<file path="config.mk">
export PLATFORM = sky130hd
export DESIGN_NAME = execute_memory_pipe_flat
export DESIGN_NICKNAME = d
export VERILOG_FILES = /design/src/rtl/execute_memory_pipe_if.sv /design/src/rtl/execute_memory_pipe.sv /design/src/flat_wrapper.sv
export SDC_FILE = /design/constraint.sdc
export NUM_CORES = 1
export LEC_CHECK = 0
export BUFFER_PORTS_ARGS = -buffer_cell sky130_fd_sc_hd__buf_4
export CORE_MARGIN = 2
export CORE_UTILIZATION = 46
export DETAILED_ROUTE_END_ITERATION = 6
export MAX_ROUTING_LAYER = met4
export PLACE_DENSITY = 0.84
export SLEW_MARGIN = 20
export SYNTH_ARGS = -nofsm -noshare
export SYNTH_HDL_FRONTEND = slang
export SYNTH_SLANG_ARGS = --single-unit
</file>
<file path="constraint.sdc">
create_clock -name clock -period 3.01 [get_ports clock]
set_input_delay 0.4515 -clock clock [delete_from_list [all_inputs] [get_ports clock]]
set_output_delay 0.4515 -clock clock [all_outputs]
set_load 0.02 [all_outputs]
</file>
<file path="src/rtl/execute_memory_pipe_if.sv">
// Bundle between the execute stage and the EX/MEM pipeline register:
// stage controls, the ex_* fields, and the registered mem_* and side outputs.
// The master modport drives the ex_* fields; the pipe register uses the slave modport.
interface execute_memory_pipe_if #(
   parameter int DATA_WIDTH   = 32,
   parameter int ADDRESS_BITS = 32
);
   logic                    stall;
   logic                    flush;
   logic                    ex_valid;
   logic [DATA_WIDTH-1:0]   ex_ALU_result;
   logic [DATA_WIDTH-1:0]   ex_store_data;
   logic [4:0]              ex_rd;
   logic                    ex_reg_write;
   logic                    ex_mem_read;
   logic                    ex_mem_write;
   logic [1:0]              ex_mem_size;
   logic                    ex_branch;
   logic                    ex_jump;
   logic [ADDRESS_BITS-1:0] ex_target;

   logic                    mem_valid;
   logic [DATA_WIDTH-1:0]   mem_ALU_result;
   logic [DATA_WIDTH-1:0]   mem_store_data;
   logic [4:0]              mem_rd;
   logic                    mem_reg_write;
   logic                    mem_mem_read;
   logic                    mem_mem_write;
   logic [1:0]              mem_mem_size;
   logic                    redirect;
   logic [ADDRESS_BITS-1:0] redirect_PC;
   logic                    forward_valid;
   logic [DATA_WIDTH-1:0]   forward_data;
   logic                    load_hazard;
   logic                    misaligned;

   modport master (
      output stall, flush, ex_valid, ex_ALU_result, ex_store_data, ex_rd,
             ex_reg_write, ex_mem_read, ex_mem_write, ex_mem_size,
             ex_branch, ex_jump, ex_target,
      input  mem_valid, mem_ALU_result, mem_store_data, mem_rd, mem_reg_write,
             mem_mem_read, mem_mem_write, mem_mem_size, redirect, redirect_PC,
             forward_valid, forward_data, load_hazard, misaligned
   );

   modport slave (
      input  stall, flush, ex_valid, ex_ALU_result, ex_store_data, ex_rd,
             ex_reg_write, ex_mem_read, ex_mem_write, ex_mem_size,
             ex_branch, ex_jump, ex_target,
      output mem_valid, mem_ALU_result, mem_store_data, mem_rd, mem_reg_write,
             mem_mem_read, mem_mem_write, mem_mem_size, redirect, redirect_PC,
             forward_valid, forward_data, load_hazard, misaligned
   );
endinterface

</file>
<file path="src/rtl/execute_memory_pipe.sv">
// EX/MEM pipeline register with stall/flush, branch redirect and wrong-path squash,
// plus forwarding and load-use hazard flags derived from the registered entry.
// Optional macro MISALIGN_CHECK_EN compiles in the load/store alignment check.
module execute_memory_pipe #(
   parameter int DATA_WIDTH   = 32,
   parameter int ADDRESS_BITS = 32
) (
   input  logic                 clock,
   input  logic                 reset,
   execute_memory_pipe_if.slave bus
);
   typedef enum logic {RUN = 1'b0, SQUASH = 1'b1} state_t;

   state_t                  state_q, state_d;
   logic                    capture;
   logic                    live;
   logic                    taken;
   logic                    mis;

   logic                    valid_q;
   logic [DATA_WIDTH-1:0]   alu_q;
   logic [DATA_WIDTH-1:0]   store_q;
   logic [4:0]              rd_q;
   logic                    reg_write_q;
   logic                    mem_read_q;
   logic                    mem_write_q;
   logic [1:0]              size_q;
   logic                    redirect_q;
   logic [ADDRESS_BITS-1:0] redirect_pc_q;
   logic                    misaligned_q;

   // An edge captures only when neither stall nor flush is active.
   assign capture = ~bus.stall & ~bus.flush;
   // The entry right after a taken branch/jump is wrong-path and enters as a bubble.
   assign live    = bus.ex_valid & (state_q == RUN);
   assign taken   = live & (bus.ex_jump | (bus.ex_branch & bus.ex_ALU_result[0]));

`ifdef MISALIGN_CHECK_EN
   assign mis = live & (bus.ex_mem_read | bus.ex_mem_write) &
                (((bus.ex_mem_size == 2'd1) & bus.ex_ALU_result[0]) |
                 ((bus.ex_mem_size == 2'd2) & (bus.ex_ALU_result[1:0] != 2'b00)));
`else
   assign mis = 1'b0;
`endif

   // Squash tracking state register.
   always_ff @(posedge clock) begin
      if (reset) state_q <= RUN;
      else       state_q <= state_d;
   end

   // Next state: arm squash on a taken capture, leave it on the next capture or a flush.
   always_comb begin
      state_d = state_q;
      case (state_q)
         RUN:     if (capture && taken)        state_d = SQUASH;
         SQUASH:  if (bus.flush || capture)    state_d = RUN;
         default:                              state_d = RUN;
      endcase
   end

   // Pipeline register: reset clears all, flush makes a bubble, stall holds, else capture.
   always_ff @(posedge clock) begin
      if (reset) begin
         valid_q       <= 1'b0;
         alu_q         <= '0;
         store_q       <= '0;
         rd_q          <= '0;
         reg_write_q   <= 1'b0;
         mem_read_q    <= 1'b0;
         mem_write_q   <= 1'b0;
         size_q        <= '0;
         redirect_q    <= 1'b0;
         redirect_pc_q <= '0;
         misaligned_q  <= 1'b0;
      end else if (bus.flush) begin
         valid_q      <= 1'b0;
         reg_write_q  <= 1'b0;
         mem_read_q   <= 1'b0;
         mem_write_q  <= 1'b0;
         misaligned_q <= 1'b0;
         redirect_q   <= 1'b0;
      end else if (bus.stall) begin
         redirect_q <= 1'b0;
      end else begin
         valid_q      <= live;
         alu_q        <= bus.ex_ALU_result;
         store_q      <= bus.ex_store_data;
         rd_q         <= bus.ex_rd;
         reg_write_q  <= bus.ex_reg_write & live & ~mis;
         mem_read_q   <= bus.ex_mem_read  & live & ~mis;
         mem_write_q  <= bus.ex_mem_write & live & ~mis;
         size_q       <= bus.ex_mem_size;
         misaligned_q <= mis;
         redirect_q   <= taken;
         if (taken) redirect_pc_q <= bus.ex_target;
      end
   end

   assign bus.mem_valid      = valid_q;
   assign bus.mem_ALU_result = alu_q;
   assign bus.mem_store_data = store_q;
   assign bus.mem_rd         = rd_q;
   assign bus.mem_reg_write  = reg_write_q;
   assign bus.mem_mem_read   = mem_read_q;
   assign bus.mem_mem_write  = mem_write_q;
   assign bus.mem_mem_size   = size_q;
   assign bus.redirect       = redirect_q;
   assign bus.redirect_PC    = redirect_pc_q;
   assign bus.misaligned     = misaligned_q;
   assign bus.forward_valid  = valid_q & reg_write_q & ~mem_read_q & (rd_q != 5'd0);
   assign bus.forward_data   = alu_q;
   assign bus.load_hazard    = valid_q & mem_read_q & reg_write_q & (rd_q != 5'd0);
endmodule

</file>
<file path="src/flat_wrapper.sv">
// flat-port wrapper written by rule: the top's interface ports become plain ports
module execute_memory_pipe_flat 
#(
   parameter int DATA_WIDTH   = 32,
   parameter int ADDRESS_BITS = 32
)
  (clock, reset, bus_stall, bus_flush, bus_ex_valid, bus_ex_ALU_result, bus_ex_store_data, bus_ex_rd, bus_ex_reg_write, bus_ex_mem_read, bus_ex_mem_write, bus_ex_mem_size, bus_ex_branch, bus_ex_jump, bus_ex_target, bus_mem_valid, bus_mem_ALU_result, bus_mem_store_data, bus_mem_rd, bus_mem_reg_write, bus_mem_mem_read, bus_mem_mem_write, bus_mem_mem_size, bus_redirect, bus_redirect_PC, bus_forward_valid, bus_forward_data, bus_load_hazard, bus_misaligned);
  execute_memory_pipe_if #(.DATA_WIDTH(DATA_WIDTH), .ADDRESS_BITS(ADDRESS_BITS)) bus_i ();
  input  logic clock;
  input  logic reset;
  input wire logic [$bits(bus_i.stall)-1:0] bus_stall;
  input wire logic [$bits(bus_i.flush)-1:0] bus_flush;
  input wire logic [$bits(bus_i.ex_valid)-1:0] bus_ex_valid;
  input wire logic [$bits(bus_i.ex_ALU_result)-1:0] bus_ex_ALU_result;
  input wire logic [$bits(bus_i.ex_store_data)-1:0] bus_ex_store_data;
  input wire logic [$bits(bus_i.ex_rd)-1:0] bus_ex_rd;
  input wire logic [$bits(bus_i.ex_reg_write)-1:0] bus_ex_reg_write;
  input wire logic [$bits(bus_i.ex_mem_read)-1:0] bus_ex_mem_read;
  input wire logic [$bits(bus_i.ex_mem_write)-1:0] bus_ex_mem_write;
  input wire logic [$bits(bus_i.ex_mem_size)-1:0] bus_ex_mem_size;
  input wire logic [$bits(bus_i.ex_branch)-1:0] bus_ex_branch;
  input wire logic [$bits(bus_i.ex_jump)-1:0] bus_ex_jump;
  input wire logic [$bits(bus_i.ex_target)-1:0] bus_ex_target;
  output wire logic [$bits(bus_i.mem_valid)-1:0] bus_mem_valid;
  output wire logic [$bits(bus_i.mem_ALU_result)-1:0] bus_mem_ALU_result;
  output wire logic [$bits(bus_i.mem_store_data)-1:0] bus_mem_store_data;
  output wire logic [$bits(bus_i.mem_rd)-1:0] bus_mem_rd;
  output wire logic [$bits(bus_i.mem_reg_write)-1:0] bus_mem_reg_write;
  output wire logic [$bits(bus_i.mem_mem_read)-1:0] bus_mem_mem_read;
  output wire logic [$bits(bus_i.mem_mem_write)-1:0] bus_mem_mem_write;
  output wire logic [$bits(bus_i.mem_mem_size)-1:0] bus_mem_mem_size;
  output wire logic [$bits(bus_i.redirect)-1:0] bus_redirect;
  output wire logic [$bits(bus_i.redirect_PC)-1:0] bus_redirect_PC;
  output wire logic [$bits(bus_i.forward_valid)-1:0] bus_forward_valid;
  output wire logic [$bits(bus_i.forward_data)-1:0] bus_forward_data;
  output wire logic [$bits(bus_i.load_hazard)-1:0] bus_load_hazard;
  output wire logic [$bits(bus_i.misaligned)-1:0] bus_misaligned;
  assign bus_i.stall = bus_stall;
  assign bus_i.flush = bus_flush;
  assign bus_i.ex_valid = bus_ex_valid;
  assign bus_i.ex_ALU_result = bus_ex_ALU_result;
  assign bus_i.ex_store_data = bus_ex_store_data;
  assign bus_i.ex_rd = bus_ex_rd;
  assign bus_i.ex_reg_write = bus_ex_reg_write;
  assign bus_i.ex_mem_read = bus_ex_mem_read;
  assign bus_i.ex_mem_write = bus_ex_mem_write;
  assign bus_i.ex_mem_size = bus_ex_mem_size;
  assign bus_i.ex_branch = bus_ex_branch;
  assign bus_i.ex_jump = bus_ex_jump;
  assign bus_i.ex_target = bus_ex_target;
  assign bus_mem_valid = bus_i.mem_valid;
  assign bus_mem_ALU_result = bus_i.mem_ALU_result;
  assign bus_mem_store_data = bus_i.mem_store_data;
  assign bus_mem_rd = bus_i.mem_rd;
  assign bus_mem_reg_write = bus_i.mem_reg_write;
  assign bus_mem_mem_read = bus_i.mem_mem_read;
  assign bus_mem_mem_write = bus_i.mem_mem_write;
  assign bus_mem_mem_size = bus_i.mem_mem_size;
  assign bus_redirect = bus_i.redirect;
  assign bus_redirect_PC = bus_i.redirect_PC;
  assign bus_forward_valid = bus_i.forward_valid;
  assign bus_forward_data = bus_i.forward_data;
  assign bus_load_hazard = bus_i.load_hazard;
  assign bus_misaligned = bus_i.misaligned;
  execute_memory_pipe #(.DATA_WIDTH(DATA_WIDTH), .ADDRESS_BITS(ADDRESS_BITS)) u_core (.clock(clock), .reset(reset), .bus(bus_i));
endmodule
</file>
# After elaboration in Yosys (flattened, before gate mapping)
# Cells that the tools add are included.
# word_totals
reg_bits,109
latchBits,0
mem_bits_rw,0
rom_bits,0
out_inout_bits,143
mem_count,0
# classes
n_addsub,0
mul,0
div_mod_pow,0
n_lt_le_gt_ge,0
n_eq_ne,0
n_shift,0
mux,3
bitwise_logic,18
reduce_logical,7
# op_table
cell,count
1-bit bitwise AND,13
5-bit nonzero test,1
1-bit NOT,4
3-bit AND reduction,1
3-bit OR reduction,1
1-bit 2-to-1 mux,2
1-bit one-hot mux with 2 select lines,1
2-bit AND reduction,1
2-bit OR reduction,1
1-bit logical AND,1
1-bit logical OR,1
1-bit bitwise OR,1

# Logic depth before layout (Yosys ltp)
# depth
word_depth,6
mapped_depth,6
mapped_depth_nobuf,3

# Worst setup path before layout
# OpenSTA, ideal clock, no wires.
# synth_path
kind,input to register
from,in bus_stall
to,reg u_core.redirect_pc_q[0] (netlist: u_core.bus.redirect_PC[0])
setup_ps,72
t_arrival_ps,1682
setup_slack_ps,1256
stages,6
path_buffers,3
cell_sequence,buf_2 > or2_1 > buf_2 > nor3_4 > buf_6 > mux2i_1
# synth_via
elab_chain_len,2
# synth_rtl
item,line_no,source
from (decl),flat_wrapper.sv:11,input wire logic [$bits(bus_i.stall)-1:0] bus_stall;
1-bit NOT (no line),-,
3-bit AND reduction (no line),-,
to (signal assigned),execute_memory_pipe.sv:96,if (taken) redirect_pc_q <= bus.ex_target;
to (decl),execute_memory_pipe.sv:29,logic [ADDRESS_BITS-1:0] redirect_pc_q;
# Every way passes these cells.
# A chain may end at the register's enable or synchronous reset.

# Worst setup path in the final report
# layout_path
from,reg u_core.rd_q[0] (netlist: u_core.bus.mem_rd[0])
to,out bus_forward_valid
# layout_via
elab_chain_len,2
# layout_rtl
item,line_no,source
from (decl),execute_memory_pipe.sv:23,logic [4:0] rd_q;
from (signal assigned),execute_memory_pipe.sv:89,rd_q <= bus.ex_rd;
5-bit nonzero test,execute_memory_pipe.sv:111,assign bus.forward_valid = valid_q & reg_write_q & ~mem_read_q & (rd_q != 5'd0);
1-bit bitwise AND,execute_memory_pipe.sv:111,
to (decl),flat_wrapper.sv:34,output wire logic [$bits(bus_i.forward_valid)-1:0] bus_forward_valid;
# Every way passes these cells.

==> summary.txt <==
Synth
  • Post-synth cell types: 22
  • YS warnings: 0
  • Cell area after synthesis: 4360 um^2
  • FF+latch count, synth: 109
  • Syn_nets: 626
  • Register area share after synthesis: 0.501
  • Post-Synthesis Cells: 513
  • Top cell type's share of synthesized area: 0.501
  • Avg Cell Area, Syn: 8.49 um^2
  • Synth top area cells: dfxtp_1 (50%), nand2_1 (13%), nand2b_1 (9.3%), a21oi_1 (8.6%), mux2i_1 (7.6%)
  • Yosys top cell by area: dfxtp_1

Power and ir drop
  • Comb pwr share: 0.170
  • VDD IR max: 289 uV
  • Switching Fraction: 0.268
  • Clock network power share: 0.310
  • Leak Pwr: 0.00281 uW
  • Sequential cell fraction of total power: 0.520
  • PwrDens: 471 nW/um^2
  • Switching power: 791 uW
  • Internal: 2160 uW

STA
  • Final TNS setup: 0 ns
  • Tightest Pin Transition: 0.843 ns
  • Minimum clock period: 2.17 ns
  • Final Hold Fails: 0
  • RSZ-0062 raised after global routing: no
  • Post-route setup slack: 0.841 ns
  • Slew HR: 0.438
  • Fin. max-slew vios: 0
  • Setup Viol. Count Final: 0
  • Clk_skew: 0.0167 ns
  • Final worst-path cycle share: 0.721
  • F_max: 461 MHz

Status
  • Outcome: finished clean

Floorplan
  • Core area: 9200 um^2
  • Cell Rows: 35
  • Starting Density: 0.474
  • Die ar.: 10300 um^2
  • Die height: 101 um
  • Die W: 101 um
  • # IOs: 256

Routing
  • Vias/cell: 4.85
  • DRT iter0 DRCs: 179
  • Antenna-violating nets left: 0
  • Residual DRC: 0
  • Pre-Repair DR Iteration Count: 5
  • Wire per inst: 14.6 um
  • Final wirelength: 12100 um
  • Vias: 4029

Setup path
  • Buf/Inv on CP: 1
  • Top delay family on crit path: simple AND/OR/NAND/NOR gates
  • R2R setup slack: 1.46 ns
  • Worst Setup Start Kind: register
  • Worst Path Class, Setup: reg2out
  • CP required: 2.56 ns
  • Critical Path AT: 1.72 ns
  • Crit. End Element: output pin
  • CP max stage delay: 0.57 ns
  • Worst-path cell chain: or4_1 -> o211ai_1 -> nor2_1 -> buf_4
  • Crit Path Max Fanout: 3
  • CP max stage cell: or4_1

Clock tree
  • CTS clock-pin slew for the worst setup and hold paths: 0.11 ns
  • # resized after CTS: 0
  • Clk buf depth: 2
  • Clock root buffer: clkbuf_8
  • Num CTS Buffers: 9
  • Latest clock arrival within the worst-skew pair: 0.35 ns
  • CTS sink cnt: 109
  • Number of hold buffers added after cts: 0
  • Post-CTS Setup Bufs: 0
  • H-tree Lvls: 3
  • CTS tree: done

Final layout
  • Finished Core Util: 0.681
  • Most frequent cells in the layout: buf_4 (257), nand2_1 (146), dfxtp_1 (109)
  • Sequential Area: 2180 um^2
  • Multi-input logic area: 1780 um^2
  • Antenna diode count: 0
  • Most common cell after layout, fill and taps aside: buf_4
  • Layout area overhead: 43.6%
  • Non-Filler Instances: 831
  • Fillers: 761
  • Post-route cell area: 6260 um^2
  • Final #Nets: 828
  • Layout cells sized above 1: 0.388

GRT
  • Largest net degree at the start of global routing: 106
  • Initial antenna violation count: 0
  • GRT Residual Overflow: 0
  • Total track usage: 0.234
  • Number of global-route vias before repair: 3875
  • First-pass GRT wire length: 18600 um

Hold path
  • Hold WC Path Type: in2reg

Run
  • Max_cap viols: 0

Placement
  • Port Buf Inserts: 254
  • Hpwl dp: 8990 um
  • Post-Place Cell Area: 6050 um^2
  • Place WS: 1.04 ns
  • Placed instance count: 815
  • RD Place Congestion: 0.751
registers in the layout, summed over array words and instances, names as in the netlist, 2 cells and up:
| register | flops |
|---|---|
| u_core.bus.mem_rd | 5 |
| u_core.bus.forward_data | 32 |
| u_core.bus.mem_mem_size | 2 |
| u_core.bus.mem_store_data | 32 |
| u_core.bus.redirect_PC | 32 |
stage by stage:
stage,power [uW],hold WS [ns]
final,2950,0.329
after global routing,3080,0.311
after CTS,2970,0.316
after detailed placement,2070,0.447
after global placement,2060,0.442
after floorplan,1830,0.534
power groups by stage:
stage / Sequential [uW] / Combinational [uW] / Clock (uW)
final: 1540 / 501 / 914
after global routing: 1540 / 540 / 999
after detailed placement: 1570 / 503 / 0
after floorplan: 1630 / 199 / 0
after CTS: 1530 / 504 / 935
after global placement: 1560 / 491 / 0
layout make-up:
type                            count  share of cell area
Multi-Input combinational cell    336               0.284
Sequential cell                   109               0.349
Clock buffer                       10              0.0220
Inverter                            1            0.000600
Timing Repair Buffer              258               0.311
Tap cell                          111              0.0222
Clock inverter                      6              0.0110
cells by family (layout without fill, tap and decap cells):
family | Yosys count | count (layout) | share of synthesized area
simple gates | 225 | 225 | 0.240
mux | 33 | 33 | 0.0758
flops | 109 | 109 | 0.501
buf+inv | 68 | 275 | 0.0927
other cells | 1 | 1 | 0.000861
compound gates | 77 | 77 | 0.0902
tightest hold or removal path, cell delays in order:
cell     delay, ns
buf_4         0.11
nand2_1       0.04
a21oi_1       0.05
metal layers:
| layer | track usage | up-vias | wire (um) |
|---|---|---|---|
| met4 | 0.0863 | 0 | 291 |
| met3 | 0.0400 | 22 | 719 |
| met2 | 0.401 | 162 | 6260 |
| met5 | - | - | 0 |
| li1 | - | 2007 | - |
| met1 | 0.273 | 1838 | 4860 |
synth_stat cells:
cell / count
o21ba_2: 1
nor2_1: 5
nor3_4: 1
nand2b_1: 65
inv_1: 1
buf_2: 2
buf_4: 33
or2_2: 1
nor4_1: 1
or2_1: 1
clkbuf_1: 27
conb_1: 1
mux2i_1: 33
o211ai_1: 1
buf_6: 3
nand2_1: 146
nand3b_1: 3
or4_1: 1
nor2b_1: 1
buf_1: 2
a21oi_1: 75
dfxtp_1: 109
final timing paths:
path,start,endpoint,cells past startpoint
max,u_core.bus.mem_rd[0]$_SDFFE_PP0P_,bus_forward_valid,4
min reg2reg,u_core.bus.mem_store_data[12]$_SDFFE_PP0P_,u_core.bus.mem_store_data[12]$_SDFFE_PP0P_,2
max reg2reg,u_core.state_q$_SDFF_PP0_,u_core.bus.redirect_PC[18]$_SDFFE_PP0P_,4
min,bus_ex_ALU_result[22],u_core.bus.forward_data[22]$_SDFFE_PP0P_,3
Note: power is estimated with default switching activity, not from simulation.
